$ cat config.mk
export PLATFORM = sky130hd
export DESIGN_NAME = stopwatch_ctrl
export DESIGN_NICKNAME = d
export VERILOG_FILES = /design/src/rtl/stopwatch_pkg.sv /design/src/rtl/stopwatch_ctrl_bcd_digit.sv /design/src/rtl/stopwatch_ctrl.sv
export SDC_FILE = /design/constraint.sdc
export NUM_CORES = 1
export LEC_CHECK = 0
export CAP_MARGIN = 20
export CELL_PAD_IN_SITES_DETAIL_PLACEMENT = 0
export CELL_PAD_IN_SITES_GLOBAL_PLACEMENT = 1
export CORE_ASPECT_RATIO = 0.75
export CORE_MARGIN = 4
export CORE_UTILIZATION = 40
export DETAILED_ROUTE_END_ITERATION = 16
export GPL_TIMING_DRIVEN = 0
export PLACE_DENSITY = 0.82
export SYNTH_ARGS = -nofsm -noshare
export SYNTH_HDL_FRONTEND = slang
export SYNTH_HIERARCHICAL = 1
export SYNTH_SLANG_ARGS = --single-unit
$ cat constraint.sdc
create_clock -name clock -period 4.9 [get_ports clock]
set_input_delay 1.47 -clock clock [delete_from_list [all_inputs] [get_ports clock]]
set_output_delay 1.47 -clock clock [all_outputs]
set_load 0.1 [all_outputs]
$ cat src/rtl/stopwatch_pkg.sv
// Shared types and constants for the mm:ss.cc stopwatch controller.
package stopwatch_pkg;

    // Controller states; the encoding is visible on the debug state output.
    typedef enum logic [1:0] {
        ST_IDLE  = 2'd0,
        ST_RUN   = 2'd1,
        ST_LAP   = 2'd2,
        ST_PAUSE = 2'd3
    } sw_state_t;

    // One BCD digit.
    typedef logic [3:0] bcd_t;

    // All six digits at zero: 00:00.00.
    localparam logic [23:0] TIME_ZERO = 24'h0;

    // Largest value a digit can hold before rolling over.
    localparam bcd_t DIGIT_MAX_9 = 4'd9;
    localparam bcd_t DIGIT_MAX_5 = 4'd5;

endpackage

$ cat src/rtl/stopwatch_ctrl_bcd_digit.sv
// Single BCD digit with synchronous clear, increment and rollover carry.
// Chained through carry to form a multi-digit counter.
module bcd_digit
    import stopwatch_pkg::*;
#(
    parameter bcd_t MAX = DIGIT_MAX_9
) (
    input  logic clock,
    input  logic reset,
    input  logic clr,
    input  logic inc,
    output bcd_t q,
    output logic carry
);

    // Carry out fires on the increment that rolls this digit back to zero.
    assign carry = inc && (q == MAX);

    // Digit register: clear wins over increment, rolls over at MAX.
    always_ff @(posedge clock) begin
        if (reset || clr) begin
            q <= 4'd0;
        end else if (inc) begin
            q <= (q == MAX) ? 4'd0 : q + 4'd1;
        end
    end

endmodule

$ cat src/rtl/stopwatch_ctrl.sv
// Stopwatch controller: start/stop, lap and clear pulses drive a four-state
// FSM, a 1/100 s prescaler and a six-digit BCD time counter. The display
// word is registered; in LAP it shows the frozen lap value while the time
// keeps counting underneath.
//
// Handshake: start_pulse, lap_pulse and clear_pulse are single-cycle strobes
// with no ready/acknowledge; every high cycle is sampled as a press, and when
// several are high together only the highest priority one (clear > start >
// lap) is considered, the others are dropped.
module stopwatch_ctrl
    import stopwatch_pkg::*;
#(
    parameter int TICK_DIV = 500000,
    parameter int DIV_W    = 20
) (
    input  logic        clock,
    input  logic        reset,
    input  logic        start_pulse,
    input  logic        lap_pulse,
    input  logic        clear_pulse,
    output logic [23:0] disp_bcd,
    output logic        running,
    output logic        frozen,
    output logic        wrap,
    output logic [1:0]  state_dbg
);

    localparam logic [DIV_W-1:0] TICK_LAST = DIV_W'(TICK_DIV - 1);

    sw_state_t        state;
    sw_state_t        next_state;
    logic             lap_capture;
    logic             time_clr;
    logic             counting;
    logic             tick;
    logic [DIV_W-1:0] presc;
    logic [23:0]      lap_reg;
    logic [23:0]      time_bcd;

    bcd_t cs_o, cs_t, sec_o, sec_t, min_o, min_t;
    logic c_cs_o, c_cs_t, c_sec_o, c_sec_t, c_min_o, c_min_t;

    assign counting  = (state == ST_RUN) || (state == ST_LAP);
    assign tick      = counting && (presc == TICK_LAST);
    assign running   = counting;
    assign frozen    = (state == ST_LAP);
    assign state_dbg = state;
    assign time_bcd  = {min_t, min_o, sec_t, sec_o, cs_t, cs_o};

    // State register.
    always_ff @(posedge clock) begin
        if (reset) begin
            state <= ST_IDLE;
        end else begin
            state <= next_state;
        end
    end

    // Next state, lap capture and time clear from the prioritised pulses.
    always_comb begin
        next_state  = state;
        lap_capture = 1'b0;
        time_clr    = 1'b0;
        if (clear_pulse) begin
            if (state == ST_PAUSE) begin
                next_state = ST_IDLE;
                time_clr   = 1'b1;
            end
        end else if (start_pulse) begin
            case (state)
                ST_IDLE:  next_state = ST_RUN;
                ST_RUN:   next_state = ST_PAUSE;
                ST_LAP:   next_state = ST_PAUSE;
                ST_PAUSE: next_state = ST_RUN;
                default:  next_state = ST_IDLE;
            endcase
        end else if (lap_pulse) begin
            case (state)
                ST_RUN: begin
                    next_state  = ST_LAP;
                    lap_capture = 1'b1;
                end
                ST_LAP:  next_state = ST_RUN;
                default: next_state = state;
            endcase
        end
    end

    // Prescaler: counts only while running, holds its phase across a pause.
    always_ff @(posedge clock) begin
        if (reset || time_clr) begin
            presc <= '0;
        end else if (counting) begin
            presc <= tick ? '0 : presc + 1'b1;
        end
    end

    bcd_digit #(.MAX(DIGIT_MAX_9)) u_cs_o (
        .clock(clock), .reset(reset), .clr(time_clr),
        .inc(tick), .q(cs_o), .carry(c_cs_o)
    );
    bcd_digit #(.MAX(DIGIT_MAX_9)) u_cs_t (
        .clock(clock), .reset(reset), .clr(time_clr),
        .inc(c_cs_o), .q(cs_t), .carry(c_cs_t)
    );
    bcd_digit #(.MAX(DIGIT_MAX_9)) u_sec_o (
        .clock(clock), .reset(reset), .clr(time_clr),
        .inc(c_cs_t), .q(sec_o), .carry(c_sec_o)
    );
    bcd_digit #(.MAX(DIGIT_MAX_5)) u_sec_t (
        .clock(clock), .reset(reset), .clr(time_clr),
        .inc(c_sec_o), .q(sec_t), .carry(c_sec_t)
    );
    bcd_digit #(.MAX(DIGIT_MAX_9)) u_min_o (
        .clock(clock), .reset(reset), .clr(time_clr),
        .inc(c_sec_t), .q(min_o), .carry(c_min_o)
    );
    bcd_digit #(.MAX(DIGIT_MAX_5)) u_min_t (
        .clock(clock), .reset(reset), .clr(time_clr),
        .inc(c_min_o), .q(min_t), .carry(c_min_t)
    );

    // Wrap strobe: the top digit's carry only fires on 59:59.99 -> 00:00.00.
    always_ff @(posedge clock) begin
        if (reset) begin
            wrap <= 1'b0;
        end else begin
            wrap <= c_min_t;
        end
    end

    // Lap register: snapshot of the pre-increment time when lap is accepted.
    always_ff @(posedge clock) begin
        if (reset) begin
            lap_reg <= TIME_ZERO;
        end else if (lap_capture) begin
            lap_reg <= time_bcd;
        end
    end

    // Display: live time, except while staying in LAP where the snapshot is
    // held. The entry edge loads live time, which equals the snapshot value.
    always_ff @(posedge clock) begin
        if (reset) begin
            disp_bcd <= TIME_ZERO;
        end else if ((state == ST_LAP) && (next_state == ST_LAP)) begin
            disp_bcd <= lap_reg;
        end else begin
            disp_bcd <= time_bcd;
        end
    end

endmodule

==> impl_metrics.toml <==
[placed_design]
routabilityCongestion = 0.805
place.detailed.instances = 635
placed_area_sq_um = 4760
number_of_buffers_added_on_ports = 33
detailedPlacementHpwl_mm = 6.29

[power]
power_frac_clock_pct = 44.9
vdd_drop_max_mv = 0.175
internal_uw = 1240
p_comb_share_pct = 6.1
seqPwrFrac_pct = 49.0
power_leakage_uw = 0.00157
p_switching_uw = 350
power.density_nw_per_um2 = 308
sw_frac_of_total_pct = 21.9

[layout]
synthToLayoutAreaGrowth_pct = 22.8
n_antenna_cell = 0
layoutNonFillerInstCount = 654
fin_nets = 523
post-route-cell-area_sq_um = 5170
share_of_post_route_cells_with_drive_strength_above_1_pct = 10.6

[global_routing]
grt_pass1_wl_mm = 14.9
antenna_found_initial = 0
sum_of_overflow_across_all_layers_after_global_routing = 0
first_global_vias = 3140
grt_start_max_net_pins = 26
grt_usage_pct = 14.7

[synth]
synth-seq-cells = 95
synth.area.top_cells = "dfxtp_1 45%, nand2b_1 7.3%, mux2i_1 6.2%, nand2_1 5.6%, a21oi_1 4.0%"
synth_top_cells_by_count = "95 x dfxtp_1, 63 x nand2_1, 49 x nand2b_1"
syn_nets = 475
synth_top_family_by_area = "simple AND/OR/NAND/NOR gates"
synth.top_cell.area_share_pct = 45.2
yosys.area_share.xor_xnor_pct = 4.78
synth_cells = 465
yosysSeqAreaShare_pct = 45.2
share_of_cell_area_taken_by_muxes_after_synthesis_pct = 6.18
post_synth_instance_area_sq_um = 4210
post-synth-top-area-cell = "dfxtp_1"
dominantRegCellSynth = "dfxtp_1"
synthAdderAreaFrac_pct = 1.49
async_flop_share_pct = 0
ys_types = 39
synthSimpleGateAreaFrac_pct = 28.6
synth-edff-count = 0
synth_compound_gate_area_share_pct = 11.1
synth.avg_cell_area_sq_um = 9.06
synth_warnings = 6
post-synth-top-count-cell = "dfxtp_1"

[sta]
layout_worst_path_cycle_share_pct = 92.9
worst_slew_margin_rel_pct = 33.8
finalSetupViolCount = 0
timing.final.hold_violations = 0
max_slew.worst_pin.slew_ns = 0.990
timing.clock.skew_ns = 0.00761
timing.final.max_slew_violations = 0
maxClockFrequency_ghz = 0.220
period_minus_slack_ns = 4.55
rsz_0062_raised_after_global_routing = "no"

[detailed_routing]
viasPerCell = 5.10
final_antenna_net_count = 0
total_length_of_routed_wires_mm = 8.98
initial_drt_markers = 207
drtPass1Iterations = 4
post-route-drc-count = 0
routed_len_inst_um = 13.7
vias = 3334

[die]
die_area_sq_um = 12300
std_cell_rows = 32
chipWidth_um = 126
core_region_area_sq_um = 10300
start_util_pct = 40.9
die_height_um = 96.9
num_io_pins = 34

[clock_tree]
cts-buffers-inserted = 9
tritoncts = "yes"
clk_pin_slew_ns = 0.06
clock_tree.htree_level_count = 3
ctsLongestPathBuffers = 2
clock_sink_count = 95
worst_skew_pair.late_latency_ns = 0.34
clock-root-buffer = "clkbuf_16"

[job]
max_cap_violations = 0

[hold_path]
min-delay-path-class = "flop to flop"

[critical_path]
cp-start-kind = "flop"
crit_path_max_fanout = 10
worstPathArrival_ns = 4.80
cp_data_required_time_ns = 5.15
worstSetupEndpointType = "flop"
timing_worst_setup_path_type = "flop to flop"

[run_status]
run_status = "finished, final reports clean"
area by class of cell:
type	count	area [sq um]
clock inverter	2	37.5
tap	136	170
fill	945	5120
clock buffer	14	274
timing repair buffer	37	400
sequential	95	1910
buffer	19	90.1
multi-input combinational	344	2260
inverter	7	26.3
placed cells by master, fill, tap and decap left out, types with 8 or more instances in the layout:
| cell | n |
|---|---|
| nand2b_1 | 49 |
| mux2i_1 | 26 |
| nand3_1 | 11 |
| a211oi_1 | 8 |
| o21ai_0 | 14 |
| nor3_1 | 15 |
| dfxtp_1 | 93 |
| clkbuf_16 | 9 |
| a21oi_1 | 34 |
| clkbuf_1 | 16 |
| nor2b_1 | 9 |
| nor2_1 | 15 |
| nand2_1 | 63 |
| clkdlybuf4s50_1 | 33 |
| xnor2_1 | 16 |
critical path, cell delays in order (launching register included):
cell and delay [ns]:
dfxtp_4 0.38, inv_1 0.06, ha_1 0.28, clkbuf_1 0.21
nor2b_2 0.22, nand4_1 0.23, nor2_4 0.20, nand2_2 0.11
nor3b_4 0.29, nand2_2 0.13, nor3b_4 0.29, nand2_2 0.14
nor3b_4 0.30, nand2_2 0.14, nor4b_4 0.37, nand2_2 0.14
nor3b_4 0.32, nand2_2 0.12, a211o_1 0.30, a211oi_2 0.22
path summary, 6_finish.rpt:
kind,start,to,slack (ns),cells after the start
min reg2reg,lap_reg[1],lap_reg[1],0.46,2
min,lap_reg[1],lap_reg[1],0.46,2
max reg2reg,state_dbg[0],u_min_t/q[1],0.35,19
max,state_dbg[0],u_min_t/q[1],0.35,19
timing repair:
item / in CTS / in global routing
setup buffers: 0 / 2
hold buffers: 0 / 0
pin swaps: 0 / 1
setup endpoints to repair: 7 / 4
hold endpoints to repair: 0 / 0
gates resized for setup: 5 / 5
metrics by stage:
step,total power (uW),setup WS [ns],setup TNS [ns],utilization [%],hold WS (ns)
3_3_place_gp,890,-0.506,-1.95,46.0,0.443
6_report,1590,0.349,0,50.3,0.458
5_1_grt,1650,0.0130,0,50.3,0.476
2_1_floorplan,864,0.0613,0,-,0.437
3_5_place_dp,894,-0.534,-2.05,46.3,0.447
4_1_cts,1620,0.0844,0,49.6,0.456
metal layers:
metal  track usage [%]  vias to the layer above  share of wire, %
met5                 0                        -                 0
met4              5.03                        0               1.4
met3              3.70                        9               3.1
met2              23.2                       39                47
met1              19.4                     1578                48
li1                  -                     1708                 -
kinds of logic after synthesis:
group / count (synthesis)
and+or+nand+nor: 219
DFF: 95
AOI/OAI and AO/OA: 71
buffers and inverters: 26
muxes: 26
xor gates and xnor gates: 23
adders and majority gates: 5
power groups by stage:
stage | clock, uW | sequential (uW) | combinational (uW)
after CTS | 739 | 780 | 96.6
after floorplan | 0 | 807 | 57.2
final | 716 | 781 | 97.1
after global placement | 0 | 797 | 92.8
after global routing | 768 | 781 | 104
after detailed placement | 0 | 798 | 96.5
No activity file was read; power rests on OpenSTA's default activity.
